===== config.mk =====
export PLATFORM = sky130hd
export DESIGN_NAME = eje01_planta
export DESIGN_NICKNAME = d
export VERILOG_FILES = /design/src/rtl/eje01_planta.sv
export SDC_FILE = /design/constraint.sdc
export NUM_CORES = 1
export LEC_CHECK = 0
export BUFFER_PORTS_ARGS = -buffer_cell sky130_fd_sc_hd__buf_2
export CAP_MARGIN = 40
export CORE_AREA = 2 2 39 41
export CTS_CLUSTER_SIZE = 12
export DETAILED_ROUTE_END_ITERATION = 7
export DIE_AREA = 0 0 41 43
export HOLD_SLACK_MARGIN = 0.12
export PLACE_DENSITY = 0.71
export SLEW_MARGIN = 20
export SYNTH_ARGS = -nofsm -noshare
export SYNTH_HDL_FRONTEND = slang
export SYNTH_SLANG_ARGS = --single-unit

===== constraint.sdc =====
create_clock -name clk -period 3.7 [get_ports clk]
set_input_delay 0 -clock clk [delete_from_list [all_inputs] [get_ports clk]]
set_output_delay 0 -clock clk [all_outputs]
set_load 0.05 [all_outputs]

===== src/rtl/eje01_planta.sv =====
// eje01_planta - single-axis actuator plant model that closes the loop
// around the eje01 controller. It consumes the A/E/P commands and produces
// the sf/sm sensor signals from a position counter.
//
// Parameters:
//   TRAVEL       end-of-travel position, position range is 0..TRAVEL
//   STEP_DIV     clock cycles per position step (>= 1)
//   BRAKE_CYCLES coast cycles after a stop (inertia build only)
//
// Ports:
//   clk    in   system clock, rising edge
//   reset  in   asynchronous active-high reset
//   A      in   command: move forward (toward TRAVEL)
//   E      in   command: move reverse (toward 0)
//   P      in   command: stop/brake, highest priority
//   sf     out  end-of-travel sensor, 1 when pos == TRAVEL
//   sm     out  motion sensor, 1 while the axis is moving
//   pos    out  current position
//   fault  out  sticky fault flag, cleared only by reset
//
// Build option:
//   PLANT_INERTIA_EN  when defined, a stop enters BRAKE and the axis keeps
//                     coasting for BRAKE_CYCLES cycles before going idle.
//
// All outputs decode from registers only; there is no combinational path
// from the command inputs to any output.

module eje01_planta #(
    parameter int TRAVEL       = 8,
    parameter int STEP_DIV     = 2,
    parameter int BRAKE_CYCLES = 3,
    localparam int POS_W       = $clog2(TRAVEL + 1)
) (
    input  logic             clk,
    input  logic             reset,
    input  logic             A,
    input  logic             E,
    input  logic             P,
    output logic             sf,
    output logic             sm,
    output logic [POS_W-1:0] pos,
    output logic             fault
);

    localparam int DIV_W = (STEP_DIV > 1) ? $clog2(STEP_DIV) : 1;

    // Elaboration-time guard against parameter values the model cannot honour
    if (TRAVEL < 1 || STEP_DIV < 1 || BRAKE_CYCLES < 1) begin : g_param_check
        $error("eje01_planta: TRAVEL, STEP_DIV and BRAKE_CYCLES must all be >= 1");
    end

`ifdef PLANT_INERTIA_EN
    localparam int BRK_W = (BRAKE_CYCLES > 1) ? $clog2(BRAKE_CYCLES) : 1;

    typedef enum logic [2:0] {IDLE, MOVE_FWD, MOVE_REV, FAULT, BRAKE} state_t;
    localparam state_t STOP_STATE = BRAKE;
`else
    typedef enum logic [2:0] {IDLE, MOVE_FWD, MOVE_REV, FAULT} state_t;
    localparam state_t STOP_STATE = IDLE;
`endif

    state_t           state, state_next;
    logic [POS_W-1:0] pos_next;
    logic [DIV_W-1:0] div, div_next;
    logic             div_last;

`ifdef PLANT_INERTIA_EN
    logic [BRK_W-1:0] brk_cnt, brk_next;
    logic             dir_fwd, dir_next;
`endif

    assign div_last = (div == DIV_W'(STEP_DIV - 1));

    // Sensors decode purely from the state and position registers
    assign sf    = (pos == POS_W'(TRAVEL));
    assign fault = (state == FAULT);
`ifdef PLANT_INERTIA_EN
    assign sm    = (state == MOVE_FWD) || (state == MOVE_REV) || (state == BRAKE);
`else
    assign sm    = (state == MOVE_FWD) || (state == MOVE_REV);
`endif

    // State, position and divider registers
    always_ff @(posedge clk or posedge reset) begin
        if (reset) begin
            state   <= IDLE;
            pos     <= '0;
            div     <= '0;
`ifdef PLANT_INERTIA_EN
            brk_cnt <= '0;
            dir_fwd <= 1'b0;
`endif
        end else begin
            state   <= state_next;
            pos     <= pos_next;
            div     <= div_next;
`ifdef PLANT_INERTIA_EN
            brk_cnt <= brk_next;
            dir_fwd <= dir_next;
`endif
        end
    end

    // Next-state logic. Inside a move, P wins, then the opposite command
    // (which faults even when the active command is still held), then a
    // dropped active command; only a clean hold of the active command steps.
    always_comb begin
        state_next = state;
        pos_next   = pos;
        div_next   = div;
`ifdef PLANT_INERTIA_EN
        brk_next   = '0;
        dir_next   = dir_fwd;
`endif
        case (state)
            IDLE: begin
                div_next = '0;
                if (P) begin
                    state_next = IDLE;
                end else if (A && E) begin
                    state_next = FAULT;
                end else if (A && (pos != POS_W'(TRAVEL))) begin
                    state_next = MOVE_FWD;
`ifdef PLANT_INERTIA_EN
                    dir_next   = 1'b1;
`endif
                end else if (E && (pos != '0)) begin
                    state_next = MOVE_REV;
`ifdef PLANT_INERTIA_EN
                    dir_next   = 1'b0;
`endif
                end
            end

            MOVE_FWD: begin
                if (P || (!E && !A)) begin
                    state_next = STOP_STATE;
                    div_next   = '0;
                end else if (E) begin
                    state_next = FAULT;
                end else if (div_last) begin
                    pos_next = pos + 1'b1;
                    div_next = '0;
                    if (pos == POS_W'(TRAVEL - 1))
                        state_next = IDLE;
                end else begin
                    div_next = div + 1'b1;
                end
            end

            MOVE_REV: begin
                if (P || (!A && !E)) begin
                    state_next = STOP_STATE;
                    div_next   = '0;
                end else if (A) begin
                    state_next = FAULT;
                end else if (div_last) begin
                    pos_next = pos - 1'b1;
                    div_next = '0;
                    if (pos == POS_W'(1))
                        state_next = IDLE;
                end else begin
                    div_next = div + 1'b1;
                end
            end

`ifdef PLANT_INERTIA_EN
            // Coast in the stored direction, ignoring commands, until the
            // brake window expires or the endpoint is reached
            BRAKE: begin
                brk_next = brk_cnt + 1'b1;
                if (div_last) begin
                    div_next = '0;
                    if (dir_fwd && (pos != POS_W'(TRAVEL))) begin
                        pos_next = pos + 1'b1;
                        if (pos == POS_W'(TRAVEL - 1))
                            state_next = IDLE;
                    end else if (!dir_fwd && (pos != '0)) begin
                        pos_next = pos - 1'b1;
                        if (pos == POS_W'(1))
                            state_next = IDLE;
                    end
                end else begin
                    div_next = div + 1'b1;
                end
                if (brk_cnt == BRK_W'(BRAKE_CYCLES - 1)) begin
                    state_next = IDLE;
                    brk_next   = '0;
                end
            end
`endif

            FAULT: begin
                state_next = FAULT;
            end

            default: begin
                state_next = FAULT;
            end
        endcase
    end

endmodule


==> qor.log <==
[global_route] met2 track utilization from global routing 23.1%
[clock_network] cell at the root of the clock tree sky130_fd_sc_hd__clkbuf_4
[placement] DP Area 652 um2
[yosys] number of warnings reported in the yosys synthesis log 0
[timing] relative slew slack 76.5%
[clock_network] CTS HTree Levels 1
[finish] Net count, final 90
[placement] final weighted congestion in routability-driven placement 0.761
[clock_network] Clk Latency, worst-skew pair 0.24 ns
[timing] setup TNS 0 ns
[timing] minimum period implied by the final worst setup slack 1.88 ns
[clock_network] number of buffers between clock root and the deepest sink 2
[timing] maximum clock frequency 533 MHz
[yosys] fraction of post-synthesis cell area in the top cell type by area 29.8%
[global_route] Most Crowded Layer GR met2
[setup_path] nature of the critical path endpoint flip-flop
[yosys] Distinct cells, synth 28
[die] starting density of the core 42.5%
[timing] actual transition at the worst max-transition pin 0.349 ns
[clock_network] number of buffers created by CTS 3
[clock_network] buffers inserted during post-CTS setup optimization 0
[die] horizontal die dimension 41 um
[timing] post-route worst hold slack 0.166 ns
[route] DRT Wirelength 1.13 mm
[finish] Area growth syn-to-layout 17.0%
[setup_path] Crit Path Class reg2reg
[finish] most frequent cells in the layout sky130_fd_sc_hd__buf_2, sky130_fd_sc_hd__inv_1, sky130_fd_sc_hd__ha_1, sky130_fd_sc_hd__dfrtp_1, sky130_fd_sc_hd__nand2_1
[timing] number of pins with negative max-slew slack in the final report 0
[placement] dpl hpwl 925 um
[timing] RSZ-0062 raised after global routing false
[die] standard-cell rows 14
[hold_path] kind of path behind the tightest hold check in2reg
[global_route] aggregate global-route resource usage 15.3%
[setup_path] startpoint kind of the worst setup timing path flip-flop
[route] count of nets left with antenna violations after detail routing 0
[setup_path] endpoint required time on the critical path 3.82 ns
[setup_path] delay of the slowest cell on the worst path 0.39 ns
[global_route] global-route congestion overflow total 0
[yosys] netlist area before placement 588 um2
[route] count of unresolved DRC violations after routing 0
[setup_path] cell-by-cell listing of the critical path inv_1 > ha_1 > a22o_1 > nor4_4 > o21ai_1 > xnor2_1
[route] wire length per cell after detailed routing 12.1 um
[route] DRT Pass-1 Iters 4
[yosys] net count of the mapped netlist 74
[setup_path] data arrival time of the critical path 1.99 ns
[yosys] synthesized area per cell 9.48 um2
[yosys] Area contributors post-synth sky130_fd_sc_hd__dfrtp_1, sky130_fd_sc_hd__ha_1, sky130_fd_sc_hd__inv_1
[clock_network] Resized cells post-CTS 0
[global_route] first-pass GRT wire length 1.87 mm
[global_route] global-route track usage on met1 21.7%
[die] core box area 1380 um2
[clock_network] sink count of the clock tree 7
[timing] post-route clock period utilization 50.8%
[clock_network] clock edge transition at the registers on the reported setup and hold paths 0.05 ns
[timing] setup violation total in the final timing report 0
[route] total number of vias 466
[finish] fraction of final layout cells sized beyond drive strength 1 22.1%
[route] drt via density 5.01
[job] count of maximum capacitance violations 0
[timing] Fin. Hold Viols 0
[finish] number of inserted diodes 0
[yosys] number of synthesized register bits 7
[yosys] fraction of the yosys area taken by sequential cells 29.8%
[placement] setup slack after placement 1.83 ns
[global_route] number of antenna violations at the first check in global routing 0
[setup_path] Slowest cell on crit path sky130_fd_sc_hd__dfrtp_1
[finish] Non-Filler Cell Area, Final 688 um2
[die] Die ar. 1760 um2
[global_route] number of global-route vias before repair 459
[route] initial DRC count 7
[global_route] global routing usage on met3 1.57%
[yosys] Syn Inst Count 62
[power] Leak Pwr 0.327 nW
[yosys] biggest area consumer among synthesized cells sky130_fd_sc_hd__dfrtp_1
[power] areal power density over the cells 852 nW/um2
[timing] Setup WS post-layout 1.82 ns
[die] die outline height 43 um
[setup_path] peak fanout along the critical path 7
[timing] Worst Skew 0.00253 ns
[power] peak supply drop 394 uV
[run_status] status complete, no violations
[die] Top-Level Pins 12
[global_route] pin count of the biggest net entering global routing 9
[placement] # port buffers 11
[clock_network] CTS tree done
[clock_network] number of hold buffers added after CTS 1
[finish] commonest non-fill, non-tap cell in the layout sky130_fd_sc_hd__buf_2
[finish] final core utilization 49.7%
[setup_path] slack of the worst reg-to-reg path 1.82 ns
Yosys cell counts, drive strengths merged:
cell type	instances
nor4bb	1
mux2	3
and4b	1
a21oi	1
nand3b	1
buf	1
nor3	2
xor2	1
xnor2	3
ha	7
nand2	6
nor2b	2
and3b	1
nand4b	1
dfrtp	7
mux2i	1
inv	8
a22o	1
nand2b	1
o21ai	6
o32a	1
nand3	1
nor4b	1
a31oi	1
nor4	1
nor2	2
flip-flops by register name (all words and copies together) (netlist names):
signal  flops
div         1
state       2
pos         4
final timing paths:
kind / from / end / cells past startpoint
min reg2reg: state[1] / state[1] / 1
max reg2reg: state[0] / pos[3] / 6
min: P / pos[0] / 3
min in group asynchronous: reset / div / 3
max: state[0] / pos[3] / 6
max in group asynchronous: reset / pos[2] / 3
worst max-delay path: cells and delay by family (launching register included):
family | cells | cell delay [ns]
and+or+nand+nor | 1 | 0.38
buffers and inverters | 1 | 0.08
xor gates and xnor gates | 1 | 0.15
DFF | 1 | 0.39
AOI/OAI and AO/OA | 2 | 0.47
adders and majority gates | 1 | 0.28
logic make-up after synthesis:
| family | count (synthesis) | share of synthesized area (%) |
|---|---|---|
| and+or+nand+nor | 21 | 23.6 |
| AOI/OAI and AO/OA | 10 | 11.3 |
| buffers and inverters | 9 | 7.02 |
| adders and majority gates | 7 | 14.9 |
| DFF | 7 | 29.8 |
| xor gates and xnor gates | 4 | 5.96 |
| muxes | 4 | 7.45 |
routing by layer:
| layer | routed length [um] | part of all wire (%) |
|---|---|---|
| met5 | 0 | 0 |
| met4 | 0 | 0 |
| met3 | 27 | 2.4 |
| met2 | 566 | 50 |
| met1 | 532 | 47 |
power breakdown:
part	switching [mW]	leakage [nW]	internal, mW
clock	0.0236	0.0150	0.0409
sequential	0.0481	0.0882	0.112
combinational	0.239	0.224	0.122
metrics by stage:
step                      std cells  total power [mW]
after floorplan                  62             0.455
after global placement           88             0.516
after detailed placement         88             0.521
after CTS                        93             0.592
after global routing             93             0.631
final                            93             0.586
area by class of cell:
cell class	instances	area, um2
sequential	7	175
clock buffer	4	26.3
multi-input combinational	46	372
tap	16	20.0
inverter	8	30.0
timing repair buffer	12	65.1
fill	138	696
(Power assumes the default switching activity.)
